### src/rtl/instruction_fetch_unit.sv
// instruction_fetch_unit: PC, IF/ID register, stall/redirect/flush and halt-on-EBREAK-or-fault fetch stage
module instruction_fetch_unit #(
  parameter logic [31:0] RESET_PC = 32'h0000_0000,
  parameter int unsigned IMEM_WORDS = 128,
  parameter logic [31:0] NOP_INSTR = 32'h0000_0013,
  parameter logic [31:0] EBREAK_INSTR = 32'h0010_0073
) (
  input  logic        clk,
  input  logic        reset,
  input  logic        stall,
  input  logic        redirect_valid,
  input  logic [31:0] redirect_target,
  output logic [31:0] imem_address,
  input  logic [31:0] imem_instruction,
  output logic [31:0] pc,
  output logic [31:0] if_id_pc,
  output logic [31:0] if_id_instruction,
  output logic        if_id_valid,
  output logic        halted,
  output logic        fetch_fault,
  output logic [31:0] fetch_count
);
  typedef enum logic [1:0] {BOOT, RUN, DRAIN, HALT} state_t;
  state_t state, state_nx;
  logic [31:0] pc_nx, if_id_pc_nx, if_id_instruction_nx, fetch_count_nx;
  logic if_id_valid_nx, fetch_fault_nx, bad_pc;
  assign imem_address = {2'b00, pc[31:2]};
  assign halted = state == HALT;
  assign bad_pc = (|pc[1:0]) || (imem_address >= IMEM_WORDS);
  always_comb begin
    state_nx = state;
    pc_nx = pc;
    if_id_pc_nx = if_id_pc;
    if_id_instruction_nx = if_id_instruction;
    if_id_valid_nx = if_id_valid;
    fetch_fault_nx = fetch_fault;
    fetch_count_nx = fetch_count;
    case (state)
      BOOT: state_nx = RUN;
      RUN: begin
        if (redirect_valid) begin
          pc_nx = redirect_target;
          if_id_instruction_nx = NOP_INSTR;
          if_id_valid_nx = 1'b0;
        end else if (!stall) begin
          if (bad_pc) begin
            fetch_fault_nx = 1'b1;
            if_id_instruction_nx = NOP_INSTR;
            if_id_valid_nx = 1'b0;
            state_nx = HALT;
          end else begin
            if_id_pc_nx = pc;
            if_id_instruction_nx = imem_instruction;
            if_id_valid_nx = 1'b1;
            fetch_count_nx = fetch_count + 32'd1;
            // EBREAK parks the PC on itself so nothing past it is fetched
            state_nx = imem_instruction == EBREAK_INSTR ? DRAIN : RUN;
            pc_nx = imem_instruction == EBREAK_INSTR ? pc : pc + 32'd4;
          end
        end
      end
      DRAIN: begin
        if (redirect_valid || !stall) begin
          if_id_instruction_nx = NOP_INSTR;
          if_id_valid_nx = 1'b0;
          pc_nx = redirect_valid ? redirect_target : pc;
          state_nx = redirect_valid ? RUN : HALT;
        end
      end
      default: ;
    endcase
  end
  always_ff @(posedge clk) begin
    if (reset) begin
      state <= BOOT;
      pc <= RESET_PC;
      if_id_pc <= 32'd0;
      if_id_instruction <= NOP_INSTR;
      if_id_valid <= 1'b0;
      fetch_fault <= 1'b0;
      fetch_count <= 32'd0;
    end else begin
      state <= state_nx;
      pc <= pc_nx;
      if_id_pc <= if_id_pc_nx;
      if_id_instruction <= if_id_instruction_nx;
      if_id_valid <= if_id_valid_nx;
      fetch_fault <= fetch_fault_nx;
      fetch_count <= fetch_count_nx;
    end
  end
endmodule

### config.mk
export PLATFORM = sky130hd
export DESIGN_NAME = instruction_fetch_unit
export DESIGN_NICKNAME = d
export VERILOG_FILES = /design/src/rtl/instruction_fetch_unit.sv
export SDC_FILE = /design/constraint.sdc
export NUM_CORES = 1
export LEC_CHECK = 0
export BUFFER_PORTS_ARGS = -buffer_cell sky130_fd_sc_hd__buf_2
export CORE_MARGIN = 1.5
export CORE_UTILIZATION = 25
export DETAILED_ROUTE_END_ITERATION = 7
export GPL_TIMING_DRIVEN = 0
export PLACE_DENSITY = 0.59
export SYNTH_ARGS = -nofsm -noshare
export SYNTH_HDL_FRONTEND = slang
export SYNTH_SLANG_ARGS = --single-unit
### constraint.sdc
create_clock -name clk -period 2.47 [get_ports clk]
set_clock_uncertainty 0.1 [all_clocks]
set_input_delay 0.741 -clock clk [delete_from_list [all_inputs] [get_ports clk]]
set_output_delay 0.741 -clock clk [all_outputs]
set_load 0.02 [all_outputs]
==> results.py, run 1 <==
metrics = {
    "status": {
        "status": "complete, no violations",
    },
    "grt": {
        "grtUsageTotal": 0.176,
        "grt_max_degree": 17,
        "antenna_found_initial": 3,
        "grt_first_pass_wirelength_mm": 38.2,
        "grt_pass1_vias": 6749,
        "overflow": 0,
    },
    "synthesis": {
        "synth_top_area_share": 0.400,
        "synthDistinctLibCells": 69,
        "ys_seq_elements": 132,
        "synth_most_common_cell": "dfxtp_1",
        "yosysWarnings": 0,
        "yosys.area.top_type": "dfxtp_1",
        "synth_area_per_cell_um2": 8.44,
        "synth_common_cells": "132 x dfxtp_1, 69 x nor2_1, 64 x a21oi_1",
        "synth_flop_cell": "dfxtp_1",
        "synth_area_um2": 6610,
        "yosysSeqAreaShare": 0.400,
        "synthCells": 783,
        "synth_area_leaders": "dfxtp_1 40%, a21oi_1 4.8%, nor2_1 3.9%",
        "synth-edff-count": 0,
        "async_flop_share": 0,
    },
    "floorplanning": {
        "core_um2": 26000,
        "die-height_um": 166,
        "rows": 59,
        "io_pins": 231,
        "die_width_um": 166,
        "start_util": 0.254,
        "dieArea_um2": 27400,
    },
    "route": {
        "dr.pass1.iters": 5,
        "vias_per_cell": 5.09,
        "initialDrtViolationCount": 430,
        "drtAntennaViolNets": 0,
        "drc": 0,
        "postRouteWirelength_mm": 24.4,
        "dr_total_vias": 7050,
        "post_drt_wl_per_cell_um": 17.6,
    },
    "clock_network": {
        "path_clk_slew_ns": 0.07,
        "cts_buffers": 17,
        "cts_buffer_depth": 2,
        "cts_tree": "done",
        "htreeDepth": 4,
        "cts_root_buf": "clkbuf_16",
        "ctsHoldBuffers": 0,
        "cts.sinks": 132,
        "clock_latency_ns": 0.43,
    },
    "cells_and_area": {
        "multiInputGateArea_um2": 3550,
        "regArea_um2": 2640,
        "layout.nets": 1111,
        "fillers": 2760,
        "drive_above_1_share": 0.354,
        "area_growth_pct": 36.2,
        "final_util": 0.347,
        "final_cell_area_um2": 9000,
    },
    "critical_path": {
        "worstSetupPathType": "register to register",
        "endpoint_kind": "register",
        "arrival_ns": 2.62,
        "start_kind": "register",
        "cp.required_ns": 2.68,
        "cp_max_fo": 10,
    },
    "placed_design": {
        "dpl_cell_area_um2": 8170,
        "gp_congestion": 0.882,
        "post-place-ws_ns": -0.544,
        "dp.final_hpwl_mm": 18.1,
        "io_buffers": 227,
    },
    "sta": {
        "worst_slack_ns": 0.0641,
        "maxSlewViolCount": 0,
        "timing.final.hold_violations": 0,
        "worst_pin_slew_ns": 0.848,
        "hold_slack_ns": 0.355,
        "setup_violations": 0,
        "relSlewSlack": 0.434,
        "timing.final.crit_period_ns": 2.41,
        "period_share": 0.974,
        "max_freq_mhz": 416,
    },
    "pwr": {
        "ir_drop_uv": 521,
        "power_mw": 9.49,
        "power.leakage_nw": 3.92,
        "power_density_nw_per_um2": 1050,
    },
    "min_path": {
        "holdCritPathClass": "register to register",
    },
    "flow_run": {
        "maxCapViolCount": 0,
    },
}
[registers in the layout, indices dropped and copies added, names as in the netlist]
register / cells
if_id_pc: 32
if_id_valid: 1
fetch_count: 32
state: 2
fetch_fault: 1
pc: 32
if_id_instruction: 32
[layer usage]
layer  up-vias  global-route usage  routed length, um
met1      3324               0.228              11000
met2       265               0.270              11100
li1       3415                   -                  -
met5         -                   0                 16
met4         4              0.0772                592
met3        42              0.0521               1750
[placed cells by master (no fill, tap or decap), drive strengths merged, types with 3 or more instances in the layout]
| cell | synthesis | routed |
|---|---|---|
| inv | 16 | 26 |
| o21ai | 24 | 24 |
| o221a | 3 | 3 |
| nand2 | 63 | 63 |
| and3 | 36 | 36 |
| nor2b | 9 | 9 |
| or2 | 3 | 3 |
| ha | 7 | 7 |
| nand2b | 3 | 3 |
| dfxtp | 132 | 132 |
| o31a | 6 | 6 |
| a32oi | 4 | 4 |
| a21o | 4 | 4 |
| a221oi | 4 | 4 |
| nor4 | 16 | 16 |
| a22oi | 34 | 34 |
| a41oi | 4 | 4 |
| a21oi | 64 | 64 |
| o32ai | 10 | 10 |
| nand3 | 25 | 25 |
| o31ai | 22 | 22 |
| a211oi | 7 | 7 |
| a32o | 3 | 3 |
| o211ai | 4 | 4 |
| nor3 | 15 | 15 |
| nand4 | 25 | 25 |
| or3 | 6 | 6 |
| and4 | 8 | 8 |
| clkinvlp | 0 | 3 |
| clkbuf | 41 | 57 |
| and2 | 4 | 4 |
| mux2 | 4 | 4 |
| a31oi | 7 | 7 |
| o22ai | 4 | 4 |
| or4 | 17 | 17 |
| buf | 51 | 285 |
| nor2 | 69 | 69 |
[per-stage QoR]
stage / instances / setup TNS (ns)
after floorplan: 784 / 0
after global placement: 1346 / -23.63
after detailed placement: 1346 / -24.67
after CTS: 1380 / 0
after global routing: 1385 / -0.00149
final: 1385 / 0
[power breakdown]
| part | internal [mW] | switching [mW] | total, mW |
|---|---|---|---|
| combinational | 1.54 | 2.57 | 4.11 |
| sequential | 2.39 | 0.419 | 2.80 |
| clock | 1.43 | 1.14 | 2.57 |
[critical path, stage by stage (launching register included)]
cell,delay [ns]
dfxtp_1,0.40
inv_1,0.09
ha_2,0.23
nor2_2,0.41
clkbuf_1,0.53
a41oi_1,0.23
o221a_2,0.31
[cell families after synthesis]
| group | synth area share |
|---|---|
| fa+ha+maj | 0.0132 |
| compound gates | 0.225 |
| other cells | 0.000567 |
| buf+inv | 0.0867 |
| xor+xnor | 0.00398 |
| flops | 0.400 |
| mux | 0.00833 |
| simple gates | 0.263 |
[path summary, 6_finish.rpt]
check                                         startpoint  slack, ns  cells after the start                  endpoint
worst max-delay path               state[0]$_SDFFE_PP0P_       0.06                      6       pc[26]$_SDFFE_PP0P_
worst min-delay path            if_id_pc[2]$_SDFFE_PP0P_       0.36                      2  if_id_pc[2]$_SDFFE_PP0P_
worst max register to register     state[0]$_SDFFE_PP0P_       0.06                      6       pc[26]$_SDFFE_PP0P_
worst min register to register  if_id_pc[2]$_SDFFE_PP0P_       0.36                      2  if_id_pc[2]$_SDFFE_PP0P_
[repair_timing]
action                                  CTS  global route
setup buffers                             2             6
resized for setup                        24            31
pin swaps                                 0             6
endpoints found under the setup margin   66            78
[final cells by class]
type                    count  share of cell area
multi-input cells         544               0.394
clock inverters            15              0.0176
well taps                 335              0.0465
plain buffers              90              0.0607
flip-flops and latches    132               0.294
clock buffers              17              0.0472
repair buffers            235               0.133
diodes                      1            0.000278
inverters                  16             0.00667
(Power assumes the default switching activity.)
==> inputs of run 2 (changes only) <==
--- a/config.mk
+++ b/config.mk
@@ -6,10 +6,11 @@
 export NUM_CORES = 1
 export LEC_CHECK = 0
 export BUFFER_PORTS_ARGS = -buffer_cell sky130_fd_sc_hd__buf_2
+export CORE_ASPECT_RATIO = 1.5
 export CORE_MARGIN = 1.5
 export CORE_UTILIZATION = 25
+export CTS_CLUSTER_SIZE = 16
 export DETAILED_ROUTE_END_ITERATION = 7
-export GPL_TIMING_DRIVEN = 0
 export PLACE_DENSITY = 0.59
 export SYNTH_ARGS = -nofsm -noshare
 export SYNTH_HDL_FRONTEND = slang
==> run 2 against run 1 <==
Compared with the run above: cell area grew 0.63%; cell count fell by 1.2%; sequential share of layout area decreased by 0.20 points; total power rose by 1.0%; core utilization up 0.39 points; non-clock buffer count decreased by 13; critical path depth rose by 2; worst setup slack better by 0.089 ns; routed wire length is 4.4% lower; register-to-register slack better by 0.11 ns; critical endpoint is now pc[10]$_SDFFE_PP0P_; largest cell class unchanged; highest routed layer unchanged.
==> results.py, run 2 (same netlist as run 1, synthesis figures left out) <==
metrics = {
    "critical_path": {
        "endpoint_kind": "register",
        "arrival_ns": 2.54,
        "cp-startpoint": "imem_instruction[17]",
        "start_kind": "input pin",
        "reg2reg_to": "pc[30]$_SDFFE_PP0P_",
        "r2r_cells": 6,
        "worstSetupPathType": "input pin to register",
        "r2r-start": "pc[13]$_SDFFE_PP0P_",
        "cp_max_fo": 9,
        "cp.required_ns": 2.70,
        "r2r_slack_ns": 0.17,
        "critical_path.endpoint": "pc[10]$_SDFFE_PP0P_",
    },
    "cells_and_area": {
        "regArea_um2": 2640,
        "insertedDiodeCount": 0,
        "drive_above_1_share": 0.358,
        "final_cell_area_um2": 9060,
        "final_common_cell": "buf_2",
        "area_growth_pct": 37.1,
        "instances_no_fill": 1369,
        "layout.nets": 1098,
        "fillers": 2675,
        "multiInputGateArea_um2": 3440,
        "final_cell_mix": "227 x buf_2, 132 x dfxtp_1, 75 x buf_4",
    },
    "floorplanning": {
        "start_util": 0.256,
        "core_um2": 25900,
        "io_pins": 231,
        "dieArea_um2": 27400,
        "die_width_um": 136,
        "rows": 72,
        "die-height_um": 202,
    },
    "sta": {
        "worst_pin_slew_ns": 0.553,
        "setup_violations": 0,
        "maxSlewViolCount": 0,
        "timing.final.crit_period_ns": 2.32,
        "timing.final.hold_violations": 0,
        "relSlewSlack": 0.629,
        "period_share": 0.938,
        "hold_slack_ns": 0.358,
        "max_freq_mhz": 432,
        "rsz0062_at_grt": "no",
        "worst_slack_ns": 0.153,
    },
    "pwr": {
        "power_density_nw_per_um2": 1060,
        "ir_drop_uv": 495,
        "power.leakage_nw": 3.99,
        "power_mw": 9.59,
    },
    "clock_network": {
        "cts.sinks": 132,
        "ctsHoldBuffers": 0,
        "cts_tree": "done",
        "cts_resized": 0,
        "cts_buffer_depth": 2,
        "htreeDepth": 4,
        "cts_buffers": 17,
        "cts_root_buf": "clkbuf_16",
        "postCtsSetupBuffers": 0,
        "path_clk_slew_ns": 0.06,
        "clock_latency_ns": 0.43,
    },
    "grt": {
        "grtUsageTotal": 0.169,
        "grt_max_degree": 104,
        "overflow": 0,
        "grt_first_pass_wirelength_mm": 36.4,
        "antenna_found_initial": 1,
        "grt_pass1_vias": 6771,
    },
    "route": {
        "initialDrtViolationCount": 418,
        "post_drt_wl_per_cell_um": 17.0,
        "postRouteWirelength_mm": 23.3,
        "dr.pass1.iters": 5,
        "drc": 0,
        "dr_total_vias": 7030,
        "vias_per_cell": 5.14,
        "drtAntennaViolNets": 0,
    },
    "status": {
        "status": "complete, no violations",
    },
    "placed_design": {
        "post-place-ws_ns": -0.380,
        "gp_congestion": 0.848,
        "dp.final_hpwl_mm": 16.7,
        "io_buffers": 228,
        "dpl_cell_area_um2": 8420,
        "place_inst": 1337,
    },
    "min_path": {
        "holdCritPathClass": "register to register",
    },
    "flow_run": {
        "maxCapViolCount": 0,
    },
}
## run 2: cell types whose count changed in the layout (fill, tap and decap cells not counted), sizes merged, moves of 3 or more
cell      delta
buf         +27
clkbuf      -38
clkinv       +3
clkinvlp     -3
inv          -3
## run 2: worst min path at each step
stage,from,endpoint,slack (ns),cells past startpoint
floorplan,state[1]$_SDFFE_PP0P_,state[1]$_SDFFE_PP0P_,0.39,2
finish,if_id_pc[4]$_SDFFE_PP0P_,if_id_pc[4]$_SDFFE_PP0P_,0.36,2
detailed placement,if_id_pc[4]$_SDFFE_PP0P_,if_id_pc[4]$_SDFFE_PP0P_,0.35,2
CTS,if_id_pc[4]$_SDFFE_PP0P_,if_id_pc[4]$_SDFFE_PP0P_,0.36,2
global route,if_id_pc[7]$_SDFFE_PP0P_,if_id_pc[7]$_SDFFE_PP0P_,0.38,2
global placement,fetch_fault$_SDFFE_PP0P_,fetch_fault$_SDFFE_PP0P_,0.35,2
## run 2: power by group
| group | switching (mW) | total (mW) | internal (mW) |
|---|---|---|---|
| clock network | 1.13 | 2.71 | 1.58 |
| registers | 0.256 | 2.64 | 2.38 |
| logic | 2.60 | 4.24 | 1.63 |
## run 2: final cells by class
| class | count | share of cell area |
|---|---|---|
| Timing Repair Buffer | 312 | 0.209 |
| Clock buffer | 19 | 0.0500 |
| Multi-Input combinational cell | 544 | 0.379 |
| Sequential cell | 132 | 0.292 |
| Tap cell | 333 | 0.0460 |
| Inverter | 16 | 0.00663 |
| Clock inverter | 13 | 0.0178 |
## run 2: routing by layer
metal	vias to the layer above	wire length, um	GRT usage
met1	3349	9420	0.195
met3	56	1070	0.0311
met5	-	12	0
li1	3377	-	-
met2	246	12000	0.296
met4	2	818	0.0860
## run 2: critical path, cell delays in order
cell and delay (ns):
buf_2 0.11, nor4_1 0.46, buf_4 0.20, nand4_1 0.12, o2111ai_1 0.23, buf_4 0.21
nand2_1 0.17, a221oi_1 0.31
## run 2: metrics by stage
stage	TNS (ns)	utilization
floorplan	0	-
global placement	-7.30	0.325
detailed placement	-7.21	0.325
CTS	0	0.349
global route	0	0.350
finish	0	0.350
==> inputs of run 3 (changes only) <==
--- a/config.mk
+++ b/config.mk
@@ -12,6 +12,7 @@
 export CTS_CLUSTER_SIZE = 16
 export DETAILED_ROUTE_END_ITERATION = 7
 export PLACE_DENSITY = 0.59
+export SETUP_SLACK_MARGIN = 0.3
 export SYNTH_ARGS = -nofsm -noshare
 export SYNTH_HDL_FRONTEND = slang
 export SYNTH_SLANG_ARGS = --single-unit
==> run 3 against run 2 <==
Compared with the run above: die area unchanged; register-to-register slack better by 0.10 ns; routed wire length up 3.0%.
==> results.py, run 3 (same netlist as run 1, synthesis figures left out) <==
metrics = {
    "clock_network": {
        "htreeDepth": 4,
        "cts_buffers": 17,
        "clock_latency_ns": 0.43,
        "cts_tree": "done",
        "cts_buffer_depth": 2,
        "ctsHoldBuffers": 0,
        "path_clk_slew_ns": 0.06,
        "cts_root_buf": "clkbuf_16",
        "cts.sinks": 132,
    },
    "pwr": {
        "power_mw": 10.6,
        "power.leakage_nw": 4.21,
        "power_density_nw_per_um2": 1100,
        "ir_drop_uv": 682,
    },
    "route": {
        "dr_total_vias": 7098,
        "vias_per_cell": 5.14,
        "drtAntennaViolNets": 0,
        "initialDrtViolationCount": 422,
        "dr.pass1.iters": 6,
        "postRouteWirelength_mm": 24.0,
        "post_drt_wl_per_cell_um": 17.4,
        "drc": 0,
    },
    "grt": {
        "antenna_found_initial": 1,
        "overflow": 0,
        "grt_first_pass_wirelength_mm": 36.8,
        "grt_pass1_vias": 6757,
        "grtUsageTotal": 0.172,
        "grt_max_degree": 104,
    },
    "sta": {
        "rsz0062_at_grt": "yes",
        "period_share": 0.891,
        "timing.final.hold_violations": 0,
        "timing.final.crit_period_ns": 2.20,
        "worst_pin_slew_ns": 0.573,
        "relSlewSlack": 0.618,
        "setup_violations": 0,
        "hold_slack_ns": 0.349,
        "max_freq_mhz": 454,
        "maxSlewViolCount": 0,
    },
    "critical_path": {
        "cp_max_fo": 7,
        "arrival_ns": 2.45,
        "cp.required_ns": 2.72,
        "start_kind": "register",
        "worstSetupPathType": "register to register",
        "endpoint_kind": "register",
    },
    "cells_and_area": {
        "drive_above_1_share": 0.402,
        "regArea_um2": 2650,
        "fillers": 2630,
        "multiInputGateArea_um2": 3740,
        "insertedDiodeCount": 0,
        "area_growth_pct": 45.6,
        "final_common_cell": "buf_2",
        "final_cell_mix": "227 x buf_2, 127 x dfxtp_1, 75 x buf_4",
        "layout.nets": 1111,
    },
    "floorplanning": {
        "start_util": 0.256,
        "rows": 72,
        "die-height_um": 202,
        "io_pins": 231,
        "core_um2": 25900,
        "die_width_um": 136,
        "dieArea_um2": 27400,
    },
    "placed_design": {
        "io_buffers": 228,
        "dp.final_hpwl_mm": 16.6,
        "gp_congestion": 0.830,
    },
    "status": {
        "status": "complete, no violations",
    },
    "min_path": {
        "holdCritPathClass": "register to register",
    },
    "flow_run": {
        "maxCapViolCount": 0,
    },
}
-- run 3: per-layer routing --
layer	global-route usage	vias to the layer above	share of wire
met5	0	-	0
met2	0.307	249	0.53
met3	0.0306	57	0.046
met4	0.0791	0	0.036
met1	0.196	3388	0.39
li1	-	3404	-
-- run 3: cell type report --
| class | count | area share |
|---|---|---|
| inverter | 16 | 0.00624 |
| clock inverter | 9 | 0.0179 |
| clock buffer | 23 | 0.0507 |
| timing repair buffer | 324 | 0.218 |
| multi-input combinational | 545 | 0.388 |
| sequential | 132 | 0.276 |
| tap | 333 | 0.0433 |
-- run 3: worst paths after layout --
kind / from / to / cells past startpoint / slack (ns)
worst min register to register: if_id_pc[6]$_SDFFE_PP0P_ / if_id_pc[6]$_SDFFE_PP0P_ / 2 / 0.35
worst max-delay path: pc[12]$_SDFFE_PP0P_ / fetch_count[29]$_SDFFE_PP0P_ / 7 / 0.27
worst max register to register: pc[12]$_SDFFE_PP0P_ / fetch_count[29]$_SDFFE_PP0P_ / 7 / 0.27
worst min-delay path: if_id_pc[6]$_SDFFE_PP0P_ / if_id_pc[6]$_SDFFE_PP0P_ / 2 / 0.35
-- run 3: repair_timing --
| item | 4_1_cts | 5_1_grt |
|---|---|---|
| setup endpoints to repair | 72 | 110 |
| gates cloned | 1 | 4 |
| pin swaps | 4 | 20 |
| setup buffers | 7 | 7 |
| resized for setup | 15 | 46 |
-- run 3: power breakdown --
group	leakage (nW)	switching, mW	internal [mW]
clock network	0.323	0.976	1.90
logic	2.82	2.90	2.16
registers	1.07	0.286	2.40
-- run 3: critical path, stage by stage, from the launching register on --
cell and delay [ns]:
dfxtp_2 0.33, nor4_4 0.34, and4_4 0.29, buf_12 0.14, nand4_4 0.13, buf_12 0.18, or4_4 0.48, a21oi_2 0.13
-- run 3: metrics by stage --
stage | utilization | setup TNS [ns] | instances | area [um^2] | worst slack (ns)
floorplan | - | 0 | 784 | 6750 | 0.168
global placement | 0.328 | -1.07 | 1331 | 8470 | -0.124
detailed placement | 0.328 | -1.18 | 1331 | 8470 | -0.143
CTS | 0.359 | 0 | 1371 | 9290 | 0.262
global route | 0.372 | 0 | 1382 | 9630 | 0.185
finish | 0.372 | 0 | 1382 | 9630 | 0.270
